==> src/rtl/calc_control.sv <==
// Keypad-to-memory/ALU sequencer for a two-operand calculator; every output is registered.
// Latency: 1 cycle from an accepted key to its strobe; no backpressure, keys are dropped while busy.
module calc_control #(
  parameter int DIGITS_MAX = 4,
  parameter int TIMEOUT    = 15
) (
  input  logic       clk,
  input  logic       rst,
  input  logic       key_valid,
  input  logic [3:0] key_code,
  input  logic       alu_done,
  output logic [3:0] num,
  output logic [1:0] operator,
  output logic [1:0] save_enable,
  output logic       op_enable,
  output logic       equ_enable,
  output logic       clear_enable,
  output logic       busy,
  output logic [2:0] state,
  output logic       err
);

  localparam int CW = $clog2(DIGITS_MAX + 1);
  localparam int TW = $clog2(TIMEOUT + 1);

  typedef enum logic [2:0] {
    IDLE = 3'd0,
    OPA  = 3'd1,
    OPR  = 3'd2,
    OPB  = 3'd3,
    EXEC = 3'd4,
    DONE = 3'd5,
    PEND = 3'd6
  } state_t;

  state_t        cur_state, n_state;
  logic [CW-1:0] count, n_count;
  logic [TW-1:0] timer, n_timer;
  logic [3:0]    n_num;
  logic [1:0]    n_op, n_save;
  logic          n_op_en, n_equ_en, n_clr_en, n_err, n_busy;

  logic is_digit, is_oper, is_equ, is_clr, cnt_room;
  logic [1:0] key_op;

  assign is_digit = key_valid && (key_code <= 4'd9);
  assign is_oper  = key_valid && (key_code >= 4'hA) && (key_code <= 4'hD);
  assign is_equ   = key_valid && (key_code == 4'hE);
  assign is_clr   = key_valid && (key_code == 4'hF);
  assign cnt_room = count < CW'(DIGITS_MAX);
  // key_code - 0xA for A..D reduces to adding 2 to the low two bits
  assign key_op   = key_code[1:0] + 2'd2;

  assign state = cur_state;

  always_comb begin
    n_state  = cur_state;
    n_count  = count;
    n_timer  = timer;
    n_num    = num;
    n_op     = operator;
    n_save   = 2'b00;
    n_op_en  = 1'b0;
    n_equ_en = 1'b0;
    n_clr_en = 1'b0;
    n_err    = err;

    if (is_clr) begin
      n_clr_en = 1'b1;
      n_err    = 1'b0;
      n_count  = '0;
      n_state  = IDLE;
    end else begin
      unique case (cur_state)
        IDLE: if (is_digit) begin
          n_save  = 2'b01;
          n_num   = key_code;
          n_count = CW'(1);
          n_err   = 1'b0;
          n_state = OPA;
        end
        OPA: begin
          if (is_digit && cnt_room) begin
            n_save  = 2'b01;
            n_num   = key_code;
            n_count = count + CW'(1);
          end else if (is_oper) begin
            n_save  = 2'b10;
            n_op    = key_op;
            n_state = OPR;
          end
        end
        OPR: begin
          if (is_digit) begin
            n_save  = 2'b11;
            n_num   = key_code;
            n_count = CW'(1);
            n_state = OPB;
          end else if (is_oper) begin
            n_save = 2'b10;
            n_op   = key_op;
          end
        end
        OPB: begin
          if (is_digit && cnt_room) begin
            n_save  = 2'b11;
            n_num   = key_code;
            n_count = count + CW'(1);
          end else if (is_equ) begin
            n_equ_en = 1'b1;
            n_op_en  = 1'b1;
            n_timer  = '0;
            n_state  = EXEC;
          end
        end
        EXEC: begin
          if (alu_done) begin
            n_state = DONE;
          end else if (timer == TW'(TIMEOUT)) begin
            n_err    = 1'b1;
            n_clr_en = 1'b1;
            n_count  = '0;
            n_state  = IDLE;
          end else begin
            n_timer = timer + TW'(1);
          end
        end
        DONE: begin
          if (is_oper) begin
            n_save  = 2'b10;
            n_op    = key_op;
            n_state = OPR;
          end else if (is_digit) begin
            // the memory is cleared first; the held digit is written on the following cycle
            n_clr_en = 1'b1;
            n_num    = key_code;
            n_state  = PEND;
          end
        end
        PEND: begin
          n_save  = 2'b01;
          n_count = CW'(1);
          n_state = OPA;
        end
        default: n_state = IDLE;
      endcase
    end

    n_busy = (n_state == EXEC) || (n_state == PEND);
  end

  always_ff @(posedge clk) begin
    if (rst) begin
      cur_state    <= IDLE;
      count        <= '0;
      timer        <= '0;
      num          <= '0;
      operator     <= '0;
      save_enable  <= 2'b00;
      op_enable    <= 1'b0;
      equ_enable   <= 1'b0;
      clear_enable <= 1'b0;
      busy         <= 1'b0;
      err          <= 1'b0;
    end else begin
      cur_state    <= n_state;
      count        <= n_count;
      timer        <= n_timer;
      num          <= n_num;
      operator     <= n_op;
      save_enable  <= n_save;
      op_enable    <= n_op_en;
      equ_enable   <= n_equ_en;
      clear_enable <= n_clr_en;
      busy         <= n_busy;
      err          <= n_err;
    end
  end

endmodule

==> config.mk <==
export PLATFORM = sky130hd
export DESIGN_NAME = calc_control
export DESIGN_NICKNAME = d
export VERILOG_FILES = /design/src/rtl/calc_control.sv
export SDC_FILE = /design/constraint.sdc
export NUM_CORES = 1
export LEC_CHECK = 0
export ABC_AREA = 0
export CAP_MARGIN = 20
export CORE_ASPECT_RATIO = 1.2
export CORE_MARGIN = 5
export CORE_UTILIZATION = 45
export DETAILED_ROUTE_END_ITERATION = 8
export GPL_TIMING_DRIVEN = 0
export PLACE_DENSITY = 0.7
export SLEW_MARGIN = 20
export SYNTH_ARGS = -nofsm -noshare
export SYNTH_HDL_FRONTEND = slang
export SYNTH_SLANG_ARGS = --single-unit
export TNS_END_PERCENT = 5
==> constraint.sdc <==
create_clock -name clk -period 4.3 [get_ports clk]
set_clock_uncertainty 0.2 [all_clocks]
set_input_delay 0.43 -clock clk [delete_from_list [all_inputs] [get_ports clk]]
set_output_delay 0.43 -clock clk [all_outputs]
set_load 0.02 [all_outputs]
==> flow_summary.json, run 1 <==
{
  "synth_async_sr_flop_share": 0,
  "path_clk_slew_ps": 120,
  "yosys.cell_types.count": 50,
  "fmax_mhz": 446,
  "ir_drop_mv": 0.176,
  "finalHoldViolCount": 0,
  "cp_cell_sequence": "clkdlybuf4s50_1, o21ai_2, a32o_1, a221o_1, o311ai_1, o41ai_1",
  "gp_congestion": 0.857,
  "h-tree-depth": 1,
  "vias": 1096,
  "drc": 0,
  "setup-tns-final_ps": 0,
  "ys_seq_area_frac": 0.372,
  "cts_hold_buffers": 0,
  "status": "completed",
  "die_width_um": 56.8,
  "clock_sinks": 22,
  "cp_max_fo": 8,
  "slew_headroom": 0.573,
  "dieArea_um2": 3760,
  "postCtsSetupBuffers": 0,
  "die_h_um": 66.2,
  "cts_tree": "yes",
  "dr.pass1.iters": 4,
  "instances_no_fill": 195,
  "critical_path_class": "input port to flop",
  "fill_cells": 251,
  "syn_inst": 138,
  "portBuffers": 21,
  "min_period_ps": 2240,
  "rsz0062_at_grt": "no",
  "layout-drive-gt1-share": 0.0926,
  "routed_wl_mm": 2.64,
  "first_iter_violations": 17,
  "syn_area_um2": 1180,
  "slew_violations": 0,
  "start_util": 0.469,
  "place_inst": 192,
  "p_leak_nw": 0.587,
  "worstMarginPinSlew_ps": 637,
  "ctsResizeCount": 0,
  "dpl.hpwl_mm": 2.10,
  "synth_ff_type": "dfxtp_1",
  "core_um2": 2530,
  "root_buffer": "clkbuf_4",
  "track_usage": 0.147,
  "syn_nets": 148,
  "powerDensity_nw_per_um2": 256,
  "wire_per_inst_um": 13.6,
  "required_ps": 4300,
  "cts_max_path_buffers": 2,
  "start_kind": "input port",
  "syn_avg_cell_area_um2": 8.59,
  "io_pins": 24,
  "area_growth_syn_to_layout_pct": 23.1,
  "cts_buffers": 3,
  "antenna_found_initial": 0,
  "setup_viol": 0,
  "grt_pass1_vias": 1051,
  "synth_warnings": 0,
  "max_cap_violations": 0,
  "worstSkewPairLatency_ps": 310,
  "crit_slowest_cell": "clkdlybuf4s50_1",
  "antenna_cells": 0,
  "critical-path-max-stage-delay_ps": 630,
  "grt_max_degree": 12,
  "rows": 20,
  "vias_per_cell": 5.62,
  "period_share": 0.522,
  "final_nets": 174,
  "synth_edf_count": 0,
  "arrival_ps": 2250,
  "globalRouteOverflowTotal": 0,
  "grt_pass1_wl_mm": 4.46,
  "worstHoldPathType": "input port to flop",
  "end_kind": "flop",
  "drtAntennaViolNets": 0,
  "ys_seq_elements": 22
}
## layer usage
layer	wire length [µm]	track usage	vias to the layer above
met5	0	0	-
met3	84	0.0215	7
li1	-	-	550
met1	1130	0.168	516
met2	1370	0.263	23
met4	60	0.0725	0
## per-stage QoR
step	setup WS, ps	hold WS (ps)	instance area [µm²]	power, mW	util
after floorplan	2310	250	1180	0.260	-
after global placement	1780	247	1440	0.283	0.568
after detailed placement	1750	255	1440	0.284	0.568
after CTS	2070	197	1460	0.376	0.577
after global routing	1780	214	1460	0.391	0.577
final	2060	202	1460	0.373	0.577
## placed cells by master (no fill, tap or decap), types with 2 or more instances in the layout
cell,instances
a21oi_1,8
clkbuf_4,3
nor3_1,3
and3_1,3
mux2i_1,9
nand2_1,12
clkbuf_1,3
nor2b_1,3
inv_1,4
a31oi_1,2
clkdlybuf4s50_1,21
ha_1,2
o41ai_1,2
o211ai_1,2
nand4_1,3
dfxtp_1,22
nand3_1,5
buf_4,2
nor2_1,15
o21ai_0,3
nand2b_1,4
## layout make-up
cell class / count / area [µm²] / share of cell area
Timing Repair Buffer: 21 / 210 / 0.144
Clock buffer: 3 / 22.5 / 0.0154
Sequential cell: 22 / 440 / 0.302
Inverter: 5 / 18.8 / 0.0129
Buffer: 9 / 51.3 / 0.0352
Multi-Input combinational cell: 102 / 674 / 0.462
Tap cell: 33 / 41.3 / 0.0283
## power breakdown
part | switching [mW] | internal, mW | leakage [nW]
clock | 0.0607 | 0.0328 | 0.0138
sequential | 0.00269 | 0.209 | 0.179
combinational | 0.0389 | 0.0291 | 0.395
total | 0.102 | 0.271 | 0.587
## sequential cells by signal, indices dropped and copies added (netlist names)
register / count
num: 4
timer: 4
count: 3
state: 3
operator: 2
save_enable: 2
busy: 1
clear_enable: 1
equ_enable: 1
err: 1
## worst max-delay path: cells and delay by family
| family | cells | cell delay, ps |
|---|---|---|
| buffers and inverters | 1 | 630 |
| AOI/OAI and AO/OA | 5 | 1190 |
## path summary, 6_finish.rpt
path                      end  cells past startpoint   startpoint  slack [ps]
setup / recovery     timer[3]                      6  key_code[3]        2060
hold / removal         num[1]                      3  key_code[1]         200
setup reg to reg     timer[1]                      6     state[0]        2220
hold reg to reg   operator[1]                      2  operator[1]         260
## Yosys cell counts, types with 2 or more instances
library cell,instances,area [µm²]
nand2_1,12,45.0
nor2_1,15,56.3
nand4_1,3,18.8
clkbuf_1,3,11.3
nand2b_1,4,25.0
o41ai_1,2,17.5
and3_1,3,18.8
inv_1,4,15.0
o21ai_0,3,15.0
buf_4,2,15.0
dfxtp_1,22,440
mux2i_1,9,90.1
nand3_1,5,25.0
ha_1,2,25.0
o211ai_1,2,15.0
a31oi_1,2,12.5
a21oi_1,8,40.0
nor2b_1,3,18.8
nor3_1,3,15.0
## kinds of logic after synthesis
| kind of cell | count (synthesis) | share of synthesized area |
|---|---|---|
| flops | 22 | 0.372 |
| fa+ha+maj | 3 | 0.0296 |
| xor+xnor | 1 | 0.00739 |
| simple gates | 56 | 0.245 |
| mux | 9 | 0.0760 |
| buf+inv | 14 | 0.0591 |
| compound gates | 33 | 0.211 |
(Power assumes the default switching activity.)
==> inputs of run 2 (changes only) <==
--- a/config.mk
+++ b/config.mk
@@ -12,7 +12,7 @@
 export CORE_UTILIZATION = 45
 export DETAILED_ROUTE_END_ITERATION = 8
 export GPL_TIMING_DRIVEN = 0
-export PLACE_DENSITY = 0.7
+export PLACE_DENSITY = 0.73
 export SLEW_MARGIN = 20
 export SYNTH_ARGS = -nofsm -noshare
 export SYNTH_HDL_FRONTEND = slang
==> constraint.sdc (replaced) <==
create_clock -name clk -period 2 [get_ports clk]
set_clock_uncertainty 0.2 [all_clocks]
set_input_delay 0.2 -clock clk [delete_from_list [all_inputs] [get_ports clk]]
set_output_delay 0.2 -clock clk [all_outputs]
set_load 0.02 [all_outputs]
==> flow_summary.json, run 2 (synthesis results as in run 1) <==
{
  "critical_path_class": "flop to flop",
  "final_nets": 176,
  "clock_sinks": 22,
  "worstSkewPairLatency_ps": 320,
  "track_usage": 0.148,
  "layout.cells.most_common_list": "20 x dfxtp_1, 19 x clkdlybuf4s50_1, 14 x nor2_1",
  "routed_wl_mm": 2.76,
  "status": "completed",
  "fill_cells": 221,
  "p_leak_nw": 0.634,
  "place_inst": 192,
  "grt_pass1_wl_mm": 4.46,
  "cp_top_family": "compound AO/OA/AOI/OAI gates",
  "end_kind": "flop",
  "cts_max_path_buffers": 2,
  "wire_per_inst_um": 13.9,
  "finalHoldViolCount": 0,
  "worstHoldPathType": "input port to flop",
  "fmax_mhz": 521,
  "crit_slowest_cell": "o41a_1",
  "gp_congestion": 0.882,
  "first_iter_violations": 27,
  "grt_max_degree": 14,
  "cp_max_fo": 4,
  "layout-drive-gt1-share": 0.158,
  "ir_drop_mv": 0.431,
  "grt_pass1_vias": 1060,
  "worstMarginPinSlew_ps": 457,
  "dr.pass1.iters": 4,
  "io_pins": 24,
  "cts_tree": "yes",
  "instances_no_fill": 198,
  "dieArea_um2": 3760,
  "path_clk_slew_ps": 120,
  "vias": 1119,
  "min_period_ps": 1920,
  "rows": 20,
  "drtAntennaViolNets": 0,
  "setup_viol": 0,
  "antenna_cells": 0,
  "arrival_ps": 1940,
  "die_h_um": 66.2,
  "portBuffers": 21,
  "die_width_um": 56.8,
  "core_um2": 2530,
  "dpl.hpwl_mm": 2.07,
  "cts_buffers": 3,
  "antenna_found_initial": 0,
  "critical-path-max-stage-delay_ps": 430,
  "cp_cell_sequence": "ha_1, nand4b_1, nor2_2, o41a_1, o41ai_1",
  "required_ps": 2020,
  "globalRouteOverflowTotal": 0,
  "top_regs": "num x4, timer x4",
  "max_cap_violations": 0,
  "area_growth_syn_to_layout_pct": 30.8,
  "powerDensity_nw_per_um2": 615,
  "mostFrequentLayoutCell": "dfxtp_1",
  "period_share": 0.960,
  "slew_headroom": 0.695,
  "slew_violations": 0,
  "multiInputGateArea_um2": 707,
  "start_kind": "flop",
  "drc": 0,
  "start_util": 0.469,
  "whs_ps": 66.4,
  "root_buffer": "clkbuf_4",
  "h-tree-depth": 1,
  "crit_buf_inv": 0,
  "vias_per_cell": 5.65,
  "regArea_um2": 443
}
run 2: changes by cell type in the layout (fill, tap and decap cells not counted), sizes merged:
cell,change
clkdlybuf4s50,-2
dlymetal6s2s,+1
dlygate4sd3,+1
bufinv,+1
dlygate4sd2,+1
buf,+1
run 2: what timing repair did:
| action | CTS | global route |
|---|---|---|
| resized for setup | 3 | 16 |
| setup endpoints to repair | 3 | 6 |
| endpoints found under the hold margin | 2 | 0 |
| setup buffers | 0 | 1 |
| hold buffers | 1 | 0 |
| pin swaps | 1 | 2 |
run 2: worst reg2reg max path, delay by kind of cell, from the launching register on:
kind                       cells  cell delay [ps]
and+or+nand+nor                2              270
AOI/OAI and AO/OA              2              780
adders and majority gates      1              220
DFF                            1              350
run 2: where the power goes:
group / internal (mW) / switching, mW / total [mW] / leakage [nW]
sequential: 0.450 / 0.00601 / 0.456 / 0.180
combinational: 0.0669 / 0.0875 / 0.154 / 0.426
clock: 0.203 / 0.140 / 0.343 / 0.0279
total: 0.719 / 0.233 / 0.953 / 0.634
run 2: area by class of cell:
cell class                 count  share of cell area
multi-input combinational    102               0.456
sequential                    22               0.286
timing repair buffer          23               0.148
buffer                         9              0.0371
tap                           33              0.0266
clock inverter                 1              0.0194
clock buffer                   3              0.0145
inverter                       5              0.0129
run 2: metal layers:
metal / track usage / part of all wire / vias to the layer above / wire length, µm
met4: 0.0609 / 0.014 / 0 / 38
met1: 0.160 / 0.41 / 537 / 1150
met3: 0.0176 / 0.034 / 3 / 94
met5: 0 / 0 / - / 0
met2: 0.288 / 0.54 / 22 / 1480
li1: - / - / 557 / -
run 2: final timing paths:
path	start	endpoint	slack (ps)	cells past startpoint
worst min register to register	operator[1]	operator[1]	280	2
worst min-delay path	rst	num[2]	70	2
worst max register to register	timer[0]	timer[3]	80	5
worst max-delay path	timer[0]	timer[3]	80	5
run 2: stage by stage:
step | TNS (ps) | power [mW] | area (µm²) | utilization | worst slack [ps]
3_5_place_dp | -3180 | 0.610 | 1440 | 0.568 | -292
2_1_floorplan | 0 | 0.559 | 1180 | - | 15.0
5_1_grt | -16.8 | 0.997 | 1550 | 0.613 | -16.8
6_report | 0 | 0.953 | 1550 | 0.613 | 80.9
4_1_cts | 0 | 0.955 | 1500 | 0.594 | 22.4
3_3_place_gp | -2790 | 0.609 | 1440 | 0.568 | -286
